## config.mk

```make
export PLATFORM = sky130hd
export DESIGN_NAME = if_fetch_unit
export DESIGN_NICKNAME = d
export VERILOG_FILES = /design/src/rtl/rv32i_pkg.sv /design/src/rtl/fetch_fifo.sv /design/src/rtl/if_fetch_unit.sv
export SDC_FILE = /design/constraint.sdc
export NUM_CORES = 1
export LEC_CHECK = 0
export ABC_CLOCK_PERIOD_IN_PS = 5400
export CORE_ASPECT_RATIO = 0.7
export CORE_UTILIZATION = 56
export CTS_BUF_LIST = sky130_fd_sc_hd__clkbuf_4 sky130_fd_sc_hd__clkbuf_8 sky130_fd_sc_hd__clkbuf_16
export DETAILED_ROUTE_END_ITERATION = 6
export HOLD_SLACK_MARGIN = 0.06
export PLACE_DENSITY = 0.9
export SLEW_MARGIN = 25
export SYNTH_ARGS = -nofsm -noshare
export SYNTH_HDL_FRONTEND = slang
export SYNTH_SLANG_ARGS = --single-unit
```

## constraint.sdc

```tcl
create_clock -name clk -period 5.4 [get_ports clk]
set_input_delay 1.08 -clock clk [delete_from_list [all_inputs] [get_ports clk]]
set_output_delay 1.08 -clock clk [all_outputs]
set_load 0.02 [all_outputs]
```

## src/rtl/rv32i_pkg.sv

```systemverilog
// rv32i_pkg -- shared RV32I front-end definitions.
//
// Holds the fetch-unit parameter defaults (reset PC, fetch buffer depth),
// the instruction width and the sequential PC increment, plus a small
// helper for PC + 4 arithmetic.
//
// Optional feature macro: FETCH_MISALIGN_CHECK_EN. When it is defined, the
// fetch FSM state type (FETCH/HALT) is provided here. Without it the fetch
// unit has no FSM and no state type is declared.

package rv32i_pkg;

    localparam int unsigned XLEN              = 32;
    localparam int unsigned INSTR_W           = 32;
    localparam logic [31:0] PC_INC            = 32'd4;
    localparam logic [31:0] RESET_PC_DEFAULT  = 32'h0000_0000;
    localparam int unsigned BUF_DEPTH_DEFAULT = 2;

`ifdef FETCH_MISALIGN_CHECK_EN
    typedef enum logic {
        FETCH = 1'b0,
        HALT  = 1'b1
    } fetch_state_e;
`endif

    // Sequential PC step; wraps modulo 2^32 (0xFFFF_FFFC + 4 = 0).
    function automatic logic [31:0] pc_plus4(input logic [31:0] pc);
        return pc + PC_INC;
    endfunction

endpackage

```

## src/rtl/fetch_fifo.sv

```systemverilog
// fetch_fifo -- small circular buffer of fetched {pc, instr} entries.
//
// Ports:
//   clk, rstn          clock, asynchronous active-low reset
//   flush              synchronous clear (pointers and occupancy to zero)
//   push, push_data    write one 64-bit {pc, instr} entry
//   pop                release the head entry
//   head_data          current head entry (reset value RST_ENTRY)
//   empty              no valid entries
//   count              occupancy, 0..DEPTH
//
// Push when full and pop when empty are ignored; the fetch unit's credit
// scheme keeps the buffer from ever being asked to overflow.

module fetch_fifo
    import rv32i_pkg::*;
#(
    parameter int unsigned DEPTH     = BUF_DEPTH_DEFAULT,
    parameter logic [63:0] RST_ENTRY = 64'h0,
    localparam int unsigned CW       = $clog2(DEPTH + 1)
) (
    input  logic          clk,
    input  logic          rstn,
    input  logic          flush,
    input  logic          push,
    input  logic [63:0]   push_data,
    input  logic          pop,
    output logic [63:0]   head_data,
    output logic          empty,
    output logic [CW-1:0] count
);

    localparam int unsigned PW = (DEPTH > 1) ? $clog2(DEPTH) : 1;

    logic [63:0]   mem [DEPTH];
    logic [PW-1:0] wr_ptr;
    logic [PW-1:0] rd_ptr;
    logic          full;
    logic          do_push;
    logic          do_pop;

    function automatic logic [PW-1:0] next_ptr(input logic [PW-1:0] p);
        return (p == PW'(DEPTH - 1)) ? '0 : p + PW'(1);
    endfunction

    assign empty     = (count == '0);
    assign full      = (count == CW'(DEPTH));
    assign do_push   = push && !full;
    assign do_pop    = pop && !empty;
    assign head_data = mem[rd_ptr];

    always_ff @(posedge clk or negedge rstn) begin
        if (!rstn) begin
            wr_ptr <= '0;
            rd_ptr <= '0;
            count  <= '0;
            for (int unsigned i = 0; i < DEPTH; i++) begin
                mem[PW'(i)] <= RST_ENTRY;
            end
        end else if (flush) begin
            wr_ptr <= '0;
            rd_ptr <= '0;
            count  <= '0;
        end else begin
            if (do_push) begin
                mem[wr_ptr] <= push_data;
                wr_ptr      <= next_ptr(wr_ptr);
            end
            if (do_pop) begin
                rd_ptr <= next_ptr(rd_ptr);
            end
            count <= count + CW'(do_push) - CW'(do_pop);
        end
    end

endmodule

```

## src/rtl/if_fetch_unit.sv

```systemverilog
// if_fetch_unit -- RV32I instruction fetch stage.
//
// Issues sequential instruction-memory reads, collects in-order responses
// into a small {pc, instr} buffer and presents the buffer head to the IF/DE
// register. A redirect reloads both PCs, flushes the buffer and arranges
// for every response still in flight to be dropped.
//
// Ports:
//   clk, rstn                     clock, asynchronous active-low reset
//   i_Redirect, i_RedirectPC_32   branch/jump redirect and its target
//   o_IMemReq, o_IMemAddr_32      memory read request and address
//   i_IMemGnt                     request accepted this cycle
//   i_IMemRspValid, i_IMemRdata_32 in-order read response
//   o_Valid, i_Ready              head handshake toward IF/DE
//   o_NextPC_32, o_PCPlus4_32     head PC and head PC + 4
//   o_Instr_32                    head instruction word
//   o_MisalignErr                 sticky misaligned-redirect flag
//
// Handshakes: a request transfers on a cycle where o_IMemReq && i_IMemGnt;
// o_IMemReq does not depend on i_IMemGnt and o_IMemAddr_32 is held while a
// request waits. The head transfers on o_Valid && i_Ready; o_Valid does not
// depend on i_Ready.
//
// Macro FETCH_MISALIGN_CHECK_EN: when defined, a redirect whose target has
// nonzero bits [1:0] sets o_MisalignErr and parks the unit in HALT until
// reset. When undefined, target bits [1:0] are cleared and o_MisalignErr
// is tied low.

module if_fetch_unit
    import rv32i_pkg::*;
#(
    parameter logic [31:0] RESET_PC  = RESET_PC_DEFAULT,
    parameter int unsigned BUF_DEPTH = BUF_DEPTH_DEFAULT
) (
    input  logic        clk,
    input  logic        rstn,
    input  logic        i_Redirect,
    input  logic [31:0] i_RedirectPC_32,
    output logic        o_IMemReq,
    output logic [31:0] o_IMemAddr_32,
    input  logic        i_IMemGnt,
    input  logic        i_IMemRspValid,
    input  logic [31:0] i_IMemRdata_32,
    output logic        o_Valid,
    input  logic        i_Ready,
    output logic [31:0] o_NextPC_32,
    output logic [31:0] o_PCPlus4_32,
    output logic [31:0] o_Instr_32,
    output logic        o_MisalignErr
);

    localparam int unsigned CW = $clog2(BUF_DEPTH + 1);

    logic [31:0]   fetch_pc;
    logic [31:0]   rsp_pc;
    logic [CW-1:0] inflight;
    logic [CW-1:0] inflight_nxt;
    logic [CW-1:0] drop_cnt;
    logic [CW-1:0] occupancy;
    logic [CW:0]   credits_used;
    logic          req_en;
    logic          halted;
    logic          grant;
    logic          accept;
    logic          pop;
    logic          buf_empty;
    logic [63:0]   head;
    logic [31:0]   redirect_pc;

`ifdef FETCH_MISALIGN_CHECK_EN
    fetch_state_e state;
    logic         misalign;

    assign redirect_pc = i_RedirectPC_32;
    assign misalign    = i_Redirect && (i_RedirectPC_32[1:0] != 2'b00);
    assign halted      = (state == HALT);

    // HALT is terminal: only reset leaves it.
    always_ff @(posedge clk or negedge rstn) begin
        if (!rstn) begin
            state         <= FETCH;
            o_MisalignErr <= 1'b0;
        end else if (state == FETCH && misalign) begin
            state         <= HALT;
            o_MisalignErr <= 1'b1;
        end
    end
`else
    logic unused_redirect_lsb;

    assign redirect_pc         = {i_RedirectPC_32[31:2], 2'b00};
    assign unused_redirect_lsb = ^i_RedirectPC_32[1:0];
    assign halted              = 1'b0;
    assign o_MisalignErr       = 1'b0;
`endif

    // Credits are counted from registered state only, so a pop this cycle
    // does not open a slot until the following cycle.
    assign credits_used  = (CW+1)'(inflight) + (CW+1)'(occupancy);
    assign o_IMemReq     = req_en && !halted && !i_Redirect &&
                           (credits_used < (CW+1)'(BUF_DEPTH));
    assign o_IMemAddr_32 = fetch_pc;
    assign grant         = o_IMemReq && i_IMemGnt;

    assign inflight_nxt  = inflight + CW'(grant) - CW'(i_IMemRspValid);

    // A response is kept only outside a redirect cycle and once every
    // response older than the last redirect has been dropped.
    assign accept = i_IMemRspValid && !i_Redirect && !halted && (drop_cnt == '0);

    assign o_Valid      = !buf_empty && !i_Redirect && !halted;
    assign pop          = o_Valid && i_Ready;
    assign o_NextPC_32  = head[63:32];
    assign o_Instr_32   = head[31:0];
    assign o_PCPlus4_32 = pc_plus4(head[63:32]);

    always_ff @(posedge clk or negedge rstn) begin
        if (!rstn) begin
            fetch_pc <= RESET_PC;
            rsp_pc   <= RESET_PC;
            inflight <= '0;
            drop_cnt <= '0;
            req_en   <= 1'b0;
        end else begin
            req_en   <= 1'b1;
            inflight <= inflight_nxt;
            if (i_Redirect) begin
                fetch_pc <= redirect_pc;
                rsp_pc   <= redirect_pc;
                drop_cnt <= inflight_nxt;
            end else begin
                if (grant) begin
                    fetch_pc <= pc_plus4(fetch_pc);
                end
                if (i_IMemRspValid && drop_cnt != '0) begin
                    drop_cnt <= drop_cnt - CW'(1);
                end else if (accept) begin
                    rsp_pc <= pc_plus4(rsp_pc);
                end
            end
        end
    end

    fetch_fifo #(
        .DEPTH     (BUF_DEPTH),
        .RST_ENTRY ({RESET_PC, 32'h0})
    ) u_fetch_fifo (
        .clk       (clk),
        .rstn      (rstn),
        .flush     (i_Redirect),
        .push      (accept),
        .push_data ({rsp_pc, i_IMemRdata_32}),
        .pop       (pop),
        .head_data (head),
        .empty     (buf_empty),
        .count     (occupancy)
    );

endmodule

```

# Word level (Yosys, flattened, before mapping)
# Cells that the tools add are included.
[totals] word_cells=74 out_inout_bits=131 ff_bits=201
[classes] n_addsub=11 mux=20 magnitude_cmp=4 n_reduce_logical=24 n_eq_ne=2 bitwise=3
[ops] cell="$mux W64" n=4
[ops] cell="$mux W32" n=5
[ops] cell="$bwmux W128" n=1
[ops] cell="$add A32 B3 Y32 const B" n=3
[ops] cell="$demux W64 S1" n=1
[ops] cell="$reduce_bool A2 Y1" n=6
[ops] cell="$logic_and A1 B1 Y1" n=11
[ops] cell="$mux W1" n=6
[ops] cell="$mux W2" n=3
[ops] cell="$add A2 B1 Y2" n=2
[ops] cell="$ge A2 B2 Y1 const B" n=2
[ops] cell="$logic_not A2 Y1" n=2
[ops] cell="$not A1 Y2" n=2
[ops] cell="$reduce_and A2 Y1" n=2
[ops] cell="$sub A2 B1 Y2" n=2
[ops] cell="$add A2 B2 Y3" n=1
[ops] cell="$logic_not A1 Y1" n=3
[ops] cell="$lt A3 B2 Y1 const B" n=1
[ops] cell="$add A1 B1 Y1 const B" n=2
[ops] cell="$eq A2 B2 Y1 const B" n=1
[ops] cell="$lt A2 B1 Y1 const B" n=1
[ops] cell="$ne A2 B2 Y1 const B" n=1
[ops] cell="$sub A2 B1 Y2 const B" n=1
[ops] cell="$not A1 Y1" n=1

# Depth between registers and ports, before layout
[depth] ltp_word=7 ltp_mapped=14

# Cells and area by module
# From an unflattened synthesis, not the netlist that was laid out.
[unflattened] cells_unflattened=851 hier_area_um2=10171.0
[modules_own_cells] module="fetch_fifo" seq_area_each_um2=3303.2 area_each_um2=5898.2 cells_per_inst=365 instances=1
[modules_own_cells] module="if_fetch_unit" seq_area_each_um2=1626.6 area_each_um2=4272.8 cells_per_inst=486 instances=1

# Worst setup path before layout
# No wires, ideal clock.
[synth_path] kind="reg-to-output" startpoint="reg u_fetch_fifo.rd_ptr" endpoint="out o_PCPlus4_32[24]" arrival_ps=3084 slack_ps=1236 t_required_ps=4320 path_buffers=5 stages_incl_launch_ff=13 cell_sequence="dfrtp_1 > buf_4 > buf_4 > buf_2 > buf_1 > mux2i_1 > inv_1 > ha_1 > a21boi_1 > and4_1 > buf_2 > nand4_1 > xnor2_1"
[synth_between] elab_chain_len=5
[synth_rtl] element="start: declaration" line_no="fetch_fifo.sv:37" text="logic [PW-1:0] rd_ptr;"
[synth_rtl] element="start signal: assignment" line_no="fetch_fifo.sv:70" text="rd_ptr <= next_ptr(rd_ptr);"
[synth_rtl] element="$not A1 Y2 (implied by the code)" line_no="fetch_fifo.sv:50" text="assign head_data = mem[rd_ptr];"
[synth_rtl] element="$mux W64 (implied by the code) (3 in a row)" line_no="fetch_fifo.sv:50"
[synth_rtl] element="net o_NextPC_32[2]" line_no="if_fetch_unit.sv:46" text="output logic [31:0] o_NextPC_32,"
[synth_rtl] element="$add A32 B3 Y32" line_no="rv32i_pkg.sv:28" text="return pc + PC_INC;"
[synth_rtl] element="end: declaration" line_no="if_fetch_unit.sv:47" text="output logic [31:0] o_PCPlus4_32,"
# The timed path passes the listed nets, and every way through them passes these cells. The select of a mux whose other input is x is not followed.

# Worst setup path in the final report
[layout_path] startpoint="reg u_fetch_fifo.rd_ptr" endpoint="out o_PCPlus4_32[30]"
[layout_between] elab_chain_len=5
[layout_rtl] element="$not A1 Y2 (implied by the code)" line_no="fetch_fifo.sv:50"
[layout_rtl] element="$mux W64 (implied by the code) (3 in a row)" line_no="fetch_fifo.sv:50"
[layout_rtl] element="$add A32 B3 Y32" line_no="rv32i_pkg.sv:28"
# Every way passes these cells. The select of a mux whose other input is x is not followed.

==> reports/metrics.yaml <==
hpwlAfterDp_mm: 16.8
crit_arrival_ps: 3880
cp_max_fo: 53
netlist_area_sq_um: 9980
viasPerCell: 5.81
intPower_w: 0.00416
cp-end-kind: "output port"
worst_pin_slew_ps: 908
worstHoldPathType: "flop to flop"
yosys.area.top_type: "dfrtp_1"
pwr-share-comb_pct: 44.8
synth_xor_xnor_area_share_pct: 5.79
setup_viol_count_final: 0
ys_ff_latch: 193
endpoint: "o_PCPlus4_32[30]"
synth_edf_count: 0
path_clk_slew_ps: 70
critPathLaunchType: "flop"
ctsHoldBuffers: 0
ys_types: 59
crit_required_ps: 4320
synthMuxAreaShare_pct: 21.7
seq_area_frac_synth_pct: 48.4
antenna_left: 0
fin_nets: 1122
run_status: "finished, final reports clean"
p_switching_w: 0.00235
tritoncts: "yes"
period_minus_slack_ps: 4960
rr_startpoint: "u_fetch_fifo.count[0]$_DFF_PN0_"
yosys.area_share.simple_pct: 13.0
drc: 0
ir_drop_mv: 0.435
antenna_found_initial: 0
syn_avg_cell_area_sq_um: 11.5
io_buffers: 191
numClockSinks: 193
grt_pass1_vias: 7402
reg2reg_to: "drop_cnt[1]$_DFFE_PN0P_"
leakage_nw: 5.23
layout_common_cells: "dfrtp_1 (192), clkdlybuf4s50_1 (189), mux2_2 (180)"
ioPinCount: 201
rsz0062_at_grt: "false"
grt_max_degree: 124
drv_slew: 0
finalClockSkew_ps: 6.63
hold_violations: 0
first_pass_iters: 7
post-cts-setup-buffers: 0
synth_top_family_by_area: "multiplexers"
drive_above_1_share_pct: 22.5
synth_compound_gate_area_share_pct: 5.99
finalSetupTns_ps: 0
powerDensity_nw_per_um2: 516
synthAdderAreaFrac_pct: 1.20
p_seq_share_pct: 35.0
drt-initial-drc-count: 527
cts_resized: 0
place_congestion: 0.844
critPathKind: "flop to output port"
wl_mm: 23.9
final_common_cell: "dfrtp_1"
maxSlewHeadroom_pct: 39.4
clk-insertion-delay-late_ps: 430
die_area_sq_um: 18400
r2r_slack_ps: 2180
cp-startpoint: "u_fetch_fifo.rd_ptr$_DFFE_PN0P_"
initial_core_util_pct: 57.6
fmax_mhz: 202
hold_slack_ps: 500
cts_max_level: 4
die_h_microns: 114
core_sq_um: 17300
grt_use_total_pct: 27.0
netlist_instances: 870
synth-main-ff-cell: "dfrtp_1"
maxCapViolations: 0
synth_top_area_share_pct: 48.4
swShare_pct: 36.0
rows: 40
cts_buffers: 17
async_reset_ff_share_pct: 100
grt_pass1_wl_mm: 38.6
vias: 7476
fin_ws_ps: 439
clockBufferDepth: 2
die-width_microns: 162
overflow: 0
r2r_cells: 12
num_antenna_cells: 0
clockRootBuffer: "clkbuf_16"
fin_crit_sh_pct: 91.9
syn2layout_area_growth_pct: 26.3
yosysWarningCount: 0
wl_per_cell_microns: 18.6
clockPowerShare_pct: 20.2
synth_area_leaders: "dfrtp_1 (48%), mux2_2 (20%), xnor2_1 (3.2%), xor2_1 (2.5%), nand3_1 (2.5%)"
pre_cts_slack_ps: 946
-- cell families after synthesis --
kind of cell | after synthesis
AND/OR/NAND/NOR | 237
multiplexers | 193
flip-flops | 193
AO/OA/AOI/OAI | 94
buffers and inverters | 76
XOR/XNOR | 66
adder cells (fa/ha/maj) | 9
other | 2
-- power by group through the flow --
stage / Sequential, W / Combinational (W) / Clock (W)
floorplan: 0.00219 / 0.00176 / 0
global placement: 0.00225 / 0.00285 / 0
detailed placement: 0.00229 / 0.00291 / 0
CTS: 0.00227 / 0.00293 / 0.00134
global route: 0.00234 / 0.00310 / 0.00140
finish: 0.00228 / 0.00291 / 0.00132
-- state kept, by name, indices dropped and copies added (netlist names) --
name	flops
drop_cnt	2
inflight	2
o_IMemAddr_32	30
req_en	1
rsp_pc	30
u_fetch_fifo.count	2
u_fetch_fifo.mem	124
u_fetch_fifo.rd_ptr	1
u_fetch_fifo.wr_ptr	1
-- cells in the mapped netlist, types with 9 or more instances --
cell type	count
a21oi_1	13
buf_2	16
buf_4	18
clkbuf_1	9
dfrtp_1	193
inv_1	24
mux2_2	180
nand2_1	64
nand3_1	49
nand4_1	32
nor2_1	25
nor3_1	11
o211ai_1	10
o21ai_0	38
xnor2_1	37
xor2_1	29
-- per-layer routing --
metal	wire, microns	track usage (%)	part of all wire, %	vias up
li1	-	-	-	3458
met1	10700	37.0	45	3740
met2	11400	43.4	48	251
met3	1560	5.93	6.5	27
met4	287	7.92	1.2	0
met5	0	0	0	-
-- metrics by stage --
stage          area (sq um)  util [%]  cells  power (W)
6_report              12600      72.8   1287    0.00651
5_1_grt               12600      72.8   1287    0.00684
2_1_floorplan         10000         -    876    0.00395
4_1_cts               12600      72.8   1287    0.00655
3_3_place_gp          12000      69.2   1255    0.00510
3_5_place_dp          12000      69.2   1255    0.00520
-- area by class of cell --
class / count / area [sq um]
sequential: 193 / 4830
clock inverter: 14 / 178
inverter: 26 / 97.6
clock buffer: 18 / 439
tap: 231 / 289
timing repair buffer: 198 / 1960
fill: 1246 / 4710
multi-input combinational: 607 / 4800
-- worst max-delay path: stages (launching register included) --
cell	delay, ps
dfrtp_4	770
buf_4	600
mux2i_1	310
a21oi_2	330
nand2_2	210
nor4_1	400
xnor2_1	170
clkdlybuf4s50_1	620
-- how the worst min path moves through the flow --
stage | cells past startpoint | from | endpoint | slack, ps
2_1_floorplan | 1 | u_fetch_fifo.mem[66]$_DFFE_PN0P_ | u_fetch_fifo.mem[66]$_DFFE_PN0P_ | 450
3_3_place_gp | 1 | u_fetch_fifo.mem[66]$_DFFE_PN0P_ | u_fetch_fifo.mem[66]$_DFFE_PN0P_ | 470
3_5_place_dp | 1 | u_fetch_fifo.mem[66]$_DFFE_PN0P_ | u_fetch_fifo.mem[66]$_DFFE_PN0P_ | 480
4_1_cts | 1 | u_fetch_fifo.mem[66]$_DFFE_PN0P_ | u_fetch_fifo.mem[66]$_DFFE_PN0P_ | 510
5_1_grt | 1 | u_fetch_fifo.mem[94]$_DFFE_PN0P_ | u_fetch_fifo.mem[94]$_DFFE_PN0P_ | 510
6_report | 1 | u_fetch_fifo.mem[66]$_DFFE_PN0P_ | u_fetch_fifo.mem[66]$_DFFE_PN0P_ | 500
No activity file was read; power rests on OpenSTA's default activity.
